### config.mk
export PLATFORM = sky130hd
export DESIGN_NAME = qei_velocity_flat
export DESIGN_NICKNAME = d
export VERILOG_FILES = /design/src/rtl/qei_velocity_if.sv /design/src/rtl/qei_velocity.sv /design/src/flat_wrapper.sv
export SDC_FILE = /design/constraint.sdc
export NUM_CORES = 1
export LEC_CHECK = 0
export CAP_MARGIN = 40
export CORE_MARGIN = 1.5
export CORE_UTILIZATION = 45
export DETAILED_ROUTE_END_ITERATION = 16
export GPL_ROUTABILITY_DRIVEN = 0
export HOLD_SLACK_MARGIN = 0.06
export PLACE_DENSITY = 0.68
export SLEW_MARGIN = 20
export SYNTH_ARGS = -nofsm -noshare
export SYNTH_HDL_FRONTEND = slang
export SYNTH_SLANG_ARGS = --single-unit
### constraint.sdc
create_clock -name clk -period 5.9 [get_ports clk]
set_clock_uncertainty 0.2 [all_clocks]
set_input_delay 1.18 -clock clk [delete_from_list [all_inputs] [get_ports clk]]
set_output_delay 1.18 -clock clk [all_outputs]
set_load 0.01 [all_outputs]
### src/rtl/qei_velocity_if.sv
// Bundle between the quadrature decoder (step strobe, direction, enable) and the
// velocity/period estimator outputs.
interface qei_velocity_if #(
    parameter int VEL_W = 16,
    parameter int PER_W = 16
);
    logic                    ena;
    logic                    step;
    logic                    dir;
    logic signed [VEL_W-1:0] velocity;
    logic                    vel_sat;
    logic                    vel_valid;
    logic        [PER_W-1:0] period;
    logic                    per_valid;
    logic                    stalled;

    modport master (
        output ena, step, dir,
        input  velocity, vel_sat, vel_valid, period, per_valid, stalled
    );

    modport slave (
        input  ena, step, dir,
        output velocity, vel_sat, vel_valid, period, per_valid, stalled
    );
endinterface

### src/rtl/qei_velocity.sv
// Gate-window velocity estimator for quadrature steps, with an optional inter-step
// period meter and stall detector built only when QEI_VEL_PERIOD_EN is defined.
module qei_velocity #(
    parameter int GATE_CYCLES = 100000,
    parameter int VEL_W       = 16,
    parameter int PER_W       = 16
) (
    input  logic            clk,
    input  logic            rst_n,
    qei_velocity_if.slave   bus
);
    localparam int TW = $clog2(GATE_CYCLES);
    localparam logic [TW-1:0] TIMER_LAST = TW'(GATE_CYCLES - 1);
    localparam logic signed [VEL_W-1:0] VEL_MAX = {1'b0, {(VEL_W-1){1'b1}}};
    localparam logic signed [VEL_W-1:0] VEL_MIN = {1'b1, {(VEL_W-1){1'b0}}};
    localparam logic [VEL_W-1:0] VEL_ONE = {{(VEL_W-1){1'b0}}, 1'b1};

    logic [TW-1:0]           timer;
    logic signed [VEL_W-1:0] acc;
    logic signed [VEL_W-1:0] acc_upd;
    logic                    sticky;
    logic                    clamp;
    logic                    step_en;
    logic                    terminal;
    logic signed [VEL_W-1:0] velocity_q;
    logic                    vel_sat_q;
    logic                    vel_valid_q;

    // A clamped update leaves the accumulator at the rail and flags the window.
    always_comb begin
        step_en  = bus.ena & bus.step;
        terminal = bus.ena && (timer == TIMER_LAST);
        acc_upd  = acc;
        clamp    = 1'b0;
        if (step_en) begin
            if (bus.dir) begin
                if (acc == VEL_MAX) clamp = 1'b1;
                else                acc_upd = acc + VEL_ONE;
            end else begin
                if (acc == VEL_MIN) clamp = 1'b1;
                else                acc_upd = acc - VEL_ONE;
            end
        end
    end

    // The terminal-cycle step is folded into the closing window before the clear.
    always_ff @(posedge clk or negedge rst_n) begin
        if (!rst_n) begin
            timer       <= '0;
            acc         <= '0;
            sticky      <= 1'b0;
            velocity_q  <= '0;
            vel_sat_q   <= 1'b0;
            vel_valid_q <= 1'b0;
        end else begin
            vel_valid_q <= 1'b0;
            if (bus.ena) begin
                if (terminal) begin
                    velocity_q  <= acc_upd;
                    vel_sat_q   <= sticky | clamp;
                    vel_valid_q <= 1'b1;
                    acc         <= '0;
                    sticky      <= 1'b0;
                    timer       <= '0;
                end else begin
                    acc    <= acc_upd;
                    sticky <= sticky | clamp;
                    timer  <= timer + 1'b1;
                end
            end
        end
    end

    assign bus.velocity  = velocity_q;
    assign bus.vel_sat   = vel_sat_q;
    assign bus.vel_valid = vel_valid_q;

`ifdef QEI_VEL_PERIOD_EN
    typedef enum logic {COUNTING, STALLED} per_state_t;

    localparam logic [PER_W-1:0] PER_ONES = '1;

    per_state_t       state;
    per_state_t       state_next;
    logic [PER_W-1:0] per_cnt;
    logic [PER_W-1:0] cnt_inc;
    logic [PER_W-1:0] period_q;
    logic             per_valid_q;
    logic             stalled_o;

    always_ff @(posedge clk or negedge rst_n) begin
        if (!rst_n) state <= COUNTING;
        else        state <= state_next;
    end

    // Counter starts at all-ones, so the first step after reset reports "unknown".
    always_comb begin
        cnt_inc    = (per_cnt == PER_ONES) ? PER_ONES : per_cnt + 1'b1;
        state_next = state;
        if (step_en)
            state_next = COUNTING;
        else if (bus.ena && state == COUNTING && cnt_inc == PER_ONES)
            state_next = STALLED;
    end

    always_comb begin
        stalled_o = (state == STALLED);
    end

    always_ff @(posedge clk or negedge rst_n) begin
        if (!rst_n) begin
            per_cnt     <= PER_ONES;
            period_q    <= '0;
            per_valid_q <= 1'b0;
        end else begin
            per_valid_q <= 1'b0;
            if (bus.ena) begin
                if (step_en) begin
                    period_q    <= cnt_inc;
                    per_valid_q <= 1'b1;
                    per_cnt     <= '0;
                end else begin
                    per_cnt <= cnt_inc;
                end
            end
        end
    end

    assign bus.period    = period_q;
    assign bus.per_valid = per_valid_q;
    assign bus.stalled   = stalled_o;
`else
    assign bus.period    = {PER_W{1'b0}};
    assign bus.per_valid = 1'b0;
    assign bus.stalled   = 1'b0;
`endif
endmodule

### src/flat_wrapper.sv
// flat-port wrapper written by rule: the top's interface ports become plain ports
module qei_velocity_flat 
#(
    parameter int GATE_CYCLES = 100000,
    parameter int VEL_W       = 16,
    parameter int PER_W       = 16
)
  (clk, rst_n, bus_ena, bus_step, bus_dir, bus_velocity, bus_vel_sat, bus_vel_valid, bus_period, bus_per_valid, bus_stalled);
  qei_velocity_if #(.VEL_W(VEL_W), .PER_W(PER_W)) bus_i ();
  input  logic clk;
  input  logic rst_n;
  input wire logic [$bits(bus_i.ena)-1:0] bus_ena;
  input wire logic [$bits(bus_i.step)-1:0] bus_step;
  input wire logic [$bits(bus_i.dir)-1:0] bus_dir;
  output wire logic [$bits(bus_i.velocity)-1:0] bus_velocity;
  output wire logic [$bits(bus_i.vel_sat)-1:0] bus_vel_sat;
  output wire logic [$bits(bus_i.vel_valid)-1:0] bus_vel_valid;
  output wire logic [$bits(bus_i.period)-1:0] bus_period;
  output wire logic [$bits(bus_i.per_valid)-1:0] bus_per_valid;
  output wire logic [$bits(bus_i.stalled)-1:0] bus_stalled;
  assign bus_i.ena = bus_ena;
  assign bus_i.step = bus_step;
  assign bus_i.dir = bus_dir;
  assign bus_velocity = bus_i.velocity;
  assign bus_vel_sat = bus_i.vel_sat;
  assign bus_vel_valid = bus_i.vel_valid;
  assign bus_period = bus_i.period;
  assign bus_per_valid = bus_i.per_valid;
  assign bus_stalled = bus_i.stalled;
  qei_velocity #(.GATE_CYCLES(GATE_CYCLES), .VEL_W(VEL_W), .PER_W(PER_W)) u_core (.clk(clk), .rst_n(rst_n), .bus(bus_i));
endmodule
# Yosys cells after proc, flatten, opt, wreduce, memory -nomap -nowiden
# Index checks and enable logic that the tools add are counted.
dict set report op_classes {
  n_bitwise 2
  n_reduce_logical 2
  n_addsub 3
  n_mux 13
  eq_ne 3
}
# operator n
set ops {}
lappend ops {{2-to-1 mux 16 bit} 5}
lappend ops {{== test 16 bit (second input constant)} 2}
lappend ops {{adder 17 x 1 -> 17 bit (second input constant)} 1}
lappend ops {{== test 17 bit (second input constant)} 1}
lappend ops {{2-to-1 mux 17 bit} 1}
lappend ops {{adder 16 x 1 -> 16 bit (second input constant)} 1}
lappend ops {{subtractor 16 x 1 -> 16 bit (second input constant)} 1}
lappend ops {{2-to-1 mux 1 bit} 7}
lappend ops {{AND reduction 2 bit} 1}
lappend ops {{bitwise AND 1 bit} 1}
lappend ops {{logical AND 1 bit} 1}
lappend ops {{OR 1 bit} 1}
dict set report totals {
  input_bits 5
  reg_bits 52
  word_cells 29
  output_inout_bits 36
}

# Depth between registers and ports, before layout
dict set report depth {
  ltp_word 6
  ltp_mapped 8
  ltp_nobuf 8
}

# Least setup slack after synthesis
# OpenSTA, ideal clock, no wires.
dict set report synth_path {
  kind {input to register}
  start {input port bus_ena}
  end {register u_core.acc[2]}
  path_buffers 3
  setup_slack_ns 3.118
  setup_time_ns 0.132
  cell_stages 7
  arrival_ns 2.451
  required_time_ns 5.568
  cell_sequence {buf_2 and4_1 and3_1 and3_1 clkbuf_1 clkbuf_1 nor2_1}
}
dict set report synth_between {
  elab_chain_cells 3
  word_cells_on_any_way 4
  classes_between {mux (2); bitwise (1); reduce/logical (1)}
}
# item line_no
set synth_rtl {}
lappend synth_rtl {{start: declaration} flat_wrapper.sv:12} ;# input wire logic [$bits(bus_i.ena)-1:0] bus_ena;
lappend synth_rtl {{bitwise AND 1 bit} qei_velocity.sv:31} ;# step_en = bus.ena & bus.step;
lappend synth_rtl {{2-to-1 mux 16 bit} qei_velocity.sv:35} ;# if (step_en) begin
lappend synth_rtl {{2-to-1 mux 16 bit} qei_velocity.sv:58} ;# if (terminal) begin
lappend synth_rtl {{end signal: assignment} qei_velocity.sv:66} ;# acc <= acc_upd;
lappend synth_rtl {{end: declaration} qei_velocity.sv:19} ;# logic signed [VEL_W-1:0] acc;
# Several ways; a longest one is shown, not always the timed one.
# A chain may end at the register's enable or synchronous reset.

# Worst setup path in the final report
dict set report layout_path {
  start {input port bus_dir}
  end {register u_core.velocity_q[2], in the netlist u_core.bus.velocity[2]}
}
dict set report layout_between {
  elab_chain_cells 2
}
# item line_no
set layout_rtl {}
lappend layout_rtl {{start: declaration} flat_wrapper.sv:14} ;# input wire logic [$bits(bus_i.dir)-1:0] bus_dir;
lappend layout_rtl {{2-to-1 mux 16 bit} qei_velocity.sv:36} ;# if (bus.dir) begin
lappend layout_rtl {{2-to-1 mux 16 bit} qei_velocity.sv:35}
lappend layout_rtl {{end signal: assignment} qei_velocity.sv:59} ;# velocity_q <= acc_upd;
lappend layout_rtl {{end: declaration} qei_velocity.sv:25} ;# logic signed [VEL_W-1:0] velocity_q;
# No other way between the ends.

==> summary.md <==
| Metric | Value |
|---|---|
| Hold_ws | 288.1 ps |
| Fillers | 621 |
| Syn Area/Cell | 9.365 um^2 |
| Post-synth ARST share | 1.000 |
| Fin area | 0.003279 mm^2 |
| Largest net degree at the start of global routing | 53 |
| Status | finished, violations left |
| Initial Util | 0.4695 |
| Hold Crit Start | u_core.bus.velocity[8] |
| Post-synth EDFFs | 0 |
| Area grow syn2layout | 8.755% |
| FF+latch area | 0.001301 mm^2 |
| Share of the synthesized area in the top cell type | 0.4315 |
| Fin nets | 345 |
| Die Ht | 84.86 um |
| Global-route wire length before repair | 10220 um |
| Tot Pwr | 1.066 mW |
| Post-DRT Antenna Nets | 0 |
| Synth Area in Simple Gates | 0.2813 |
| DP Worst Slack | 2055 ps |
| Share of layout cells above drive strength 1 | 0.09496 |
| Vias per std cell | 5.495 |
| Synth area leader | dfrtp_1 |
| WP buf/inv | 1 |
| Commonest non-fill, non-tap cell in the layout | dfrtp_1 |
| Number of I/O port buffers | 22 |
| Post-Synthesis Cells | 322 |
| Compound-Gate Fraction of Synth Area | 0.09876 |
| Most frequent cells in the layout | dfrtp_1, nor2_1, nand2_1, clkdlybuf4s50_1, xnor2_1 |
| Endpoint class of the critical path | register |
| Overflow after GRT | 0 |
| Power density cells | 325.1 mW/mm^2 |
| Top Ports | 41 |
| CP startpoint kind | primary input |
| Detailed Route WL | 6080 um |
| Main combinational cell family by area after synthesis | simple AND/OR/NAND/NOR gates |
| Maxcap violations | 0 |
| Hold Path Class | register to register |
| Worst-margin pin slew | 760.3 ps |
| Slowest cell on crit path | clkdlybuf4s50_1 |
| RR Startpoint | u_core.timer[13] |
| First-pass detailed-route iteration total | 11 |
| Synth Cell Area | 0.003015 mm^2 |
| Die X | 84.86 um |
| Area taken by multi-input logic gates | 0.001535 mm^2 |
| Post-Synth XOR/XNOR Area | 0.07552 |
| Failing checks | design-rule violations |
| All-layer global routing usage | 0.1776 |
| Post-DP Area | 0.003186 mm^2 |
| Data arrival, critical path | 3510 ps |
| Worst Setup Path Type | primary input to register |
| Initial antenna violation count | 0 |
| Clk_lat worst skew | 300 ps |
| Fmax | 282.2 MHz |
| Syn. warnings | 0 |
| Yosys reg bits | 52 |
| Leading post-synthesis cells by cell area | dfrtp_1, xnor2_1, nor2_1 |
| Average wire per standard cell | 14.69 um |
| Setup_tns | 0 ps |
| CP cell instances | clkdlybuf4s50_1 -> nand4_1 -> or4_4 -> o21ai_4 -> nor2_1 -> xnor2_1 -> o21ai_1 |
| Max-slew violations | 0 |
| CTS Hold Buffers Added | 0 |
| Worst Hold Path Cells | 2 |
| Num rows | 29 |
| Iter 0 DRT Violations | 157 |
| Cell leakage power | 1.355 nW |
| Post-synth cell types | 56 |
| Critical Path RT | 5870 ps |
| Setup ws final | 2356 ps |
| Crit path max fanout | 17 |
| Peak supply drop | 0.0001523 V |
| DP Wirelength | 4259 um |
| DRC Markers | 1 |
| Tmin final | 3544 ps |
| Core Region | 0.006422 mm^2 |
| Synth Area in Adders | 0.01660 |
| Die area | 0.007201 mm^2 |
| Inserted Clock Buffers | 5 |
| Vias in the first global route | 2081 |
| Post-CTS Resized | 0 |
| Delay-heaviest family, CP | simple AND/OR/NAND/NOR gates |
| Final non-filler cell total | 414 |
| H-tree levels | 2 |
| Mux contribution to synthesized area | 0.01452 |
| CTS tree | yes |
| Final period utilization | 0.6007 |
| Slowest stage delay, CP | 870 ps |
| Post-CTS Repair Setup Buffers | 0 |
| Clock transition at path regs | 90 ps |
| Max_slew headroom | 0.4931 |
| Root Buffer | clkbuf_8 |
| Post-synth top flop | dfrtp_1 |
| Post-synthesis sequential area ratio | 0.4315 |
| Final Util | 0.5106 |
| Placed cells | 406 |
| Worst reg-to-reg path cell count | 6 |
| N_diodes | 0 |
| Final number of hold-violating endpoints | 0 |
| CTS sink cnt | 52 |
| Flop-to-flop setup slack | 3150 ps |
| RSZ-0062 raised after global routing | no |
| # setup viols final | 0 |
| Max Root-Sink Buffers | 2 |
| FF-to-FF End | u_core.bus.velocity[1] |
| Hold Path Sink | u_core.bus.velocity[8] |
| Via count | 2275 |
==> cell families after synthesis <==
logic type,Yosys count
flops,52
mux,4
other cells,1
compound gates,44
fa+ha+maj,4
xor+xnor,26
buf+inv,41
simple gates,150
==> registers in the layout, summed over array words and instances, names as in the netlist <==
name,cells
u_core.bus.vel_valid,1
u_core.acc,16
u_core.sticky,1
u_core.bus.vel_sat,1
u_core.timer,17
u_core.bus.velocity,16
==> layer usage <==
metal  wire (um)  global-route usage
met1        2854              0.2425
met2        2941              0.2924
met3         239             0.03307
met4          44             0.04769
met5           0                   0
==> cell usage after synthesis, types with 5 or more instances <==
library cell,number
inv_1,7
clkbuf_1,5
o21ai_0,10
nor4_1,5
nand3_1,15
xnor2_1,20
nor2_1,44
buf_2,8
nand2_1,34
dfrtp_1,52
a21oi_1,8
buf_4,19
xor2_1,6
nor3_1,5
o21ai_1,7
nand4_1,14
==> power by group <==
part | internal [mW] | switching (mW)
Sequential | 0.422 | 0.150
Clock | 0.0955 | 0.113
Combinational | 0.132 | 0.154
==> final cells by class <==
class	count	area share
Timing Repair Buffer	23	0.06791
Inverter	8	0.009157
Tap cell	77	0.02938
Clock buffer	7	0.02633
Clock inverter	1	0.002289
Sequential cell	52	0.3968
Multi-Input combinational cell	246	0.4681
==> worst register-to-register path, cell delays in order (launching register included) <==
cell,delay [ps]
dfrtp_1,420
nor2_1,110
nand3_1,90
nor4_1,430
nand3_1,610
inv_2,410
mux2_2,370
==> how the worst max path moves through the flow <==
stage | cells past startpoint | slack (ps) | end | from
2_1_floorplan | 7 | 3120 | u_core.acc[2] | bus_ena
3_3_place_gp | 7 | 2080 | u_core.bus.velocity[2] | bus_dir
3_5_place_dp | 7 | 2050 | u_core.bus.velocity[2] | bus_dir
4_1_cts | 7 | 2390 | u_core.bus.velocity[2] | bus_dir
5_1_grt | 7 | 2150 | u_core.bus.velocity[2] | bus_dir
6_report | 7 | 2360 | u_core.bus.velocity[2] | bus_dir
(Power assumes the default switching activity.)
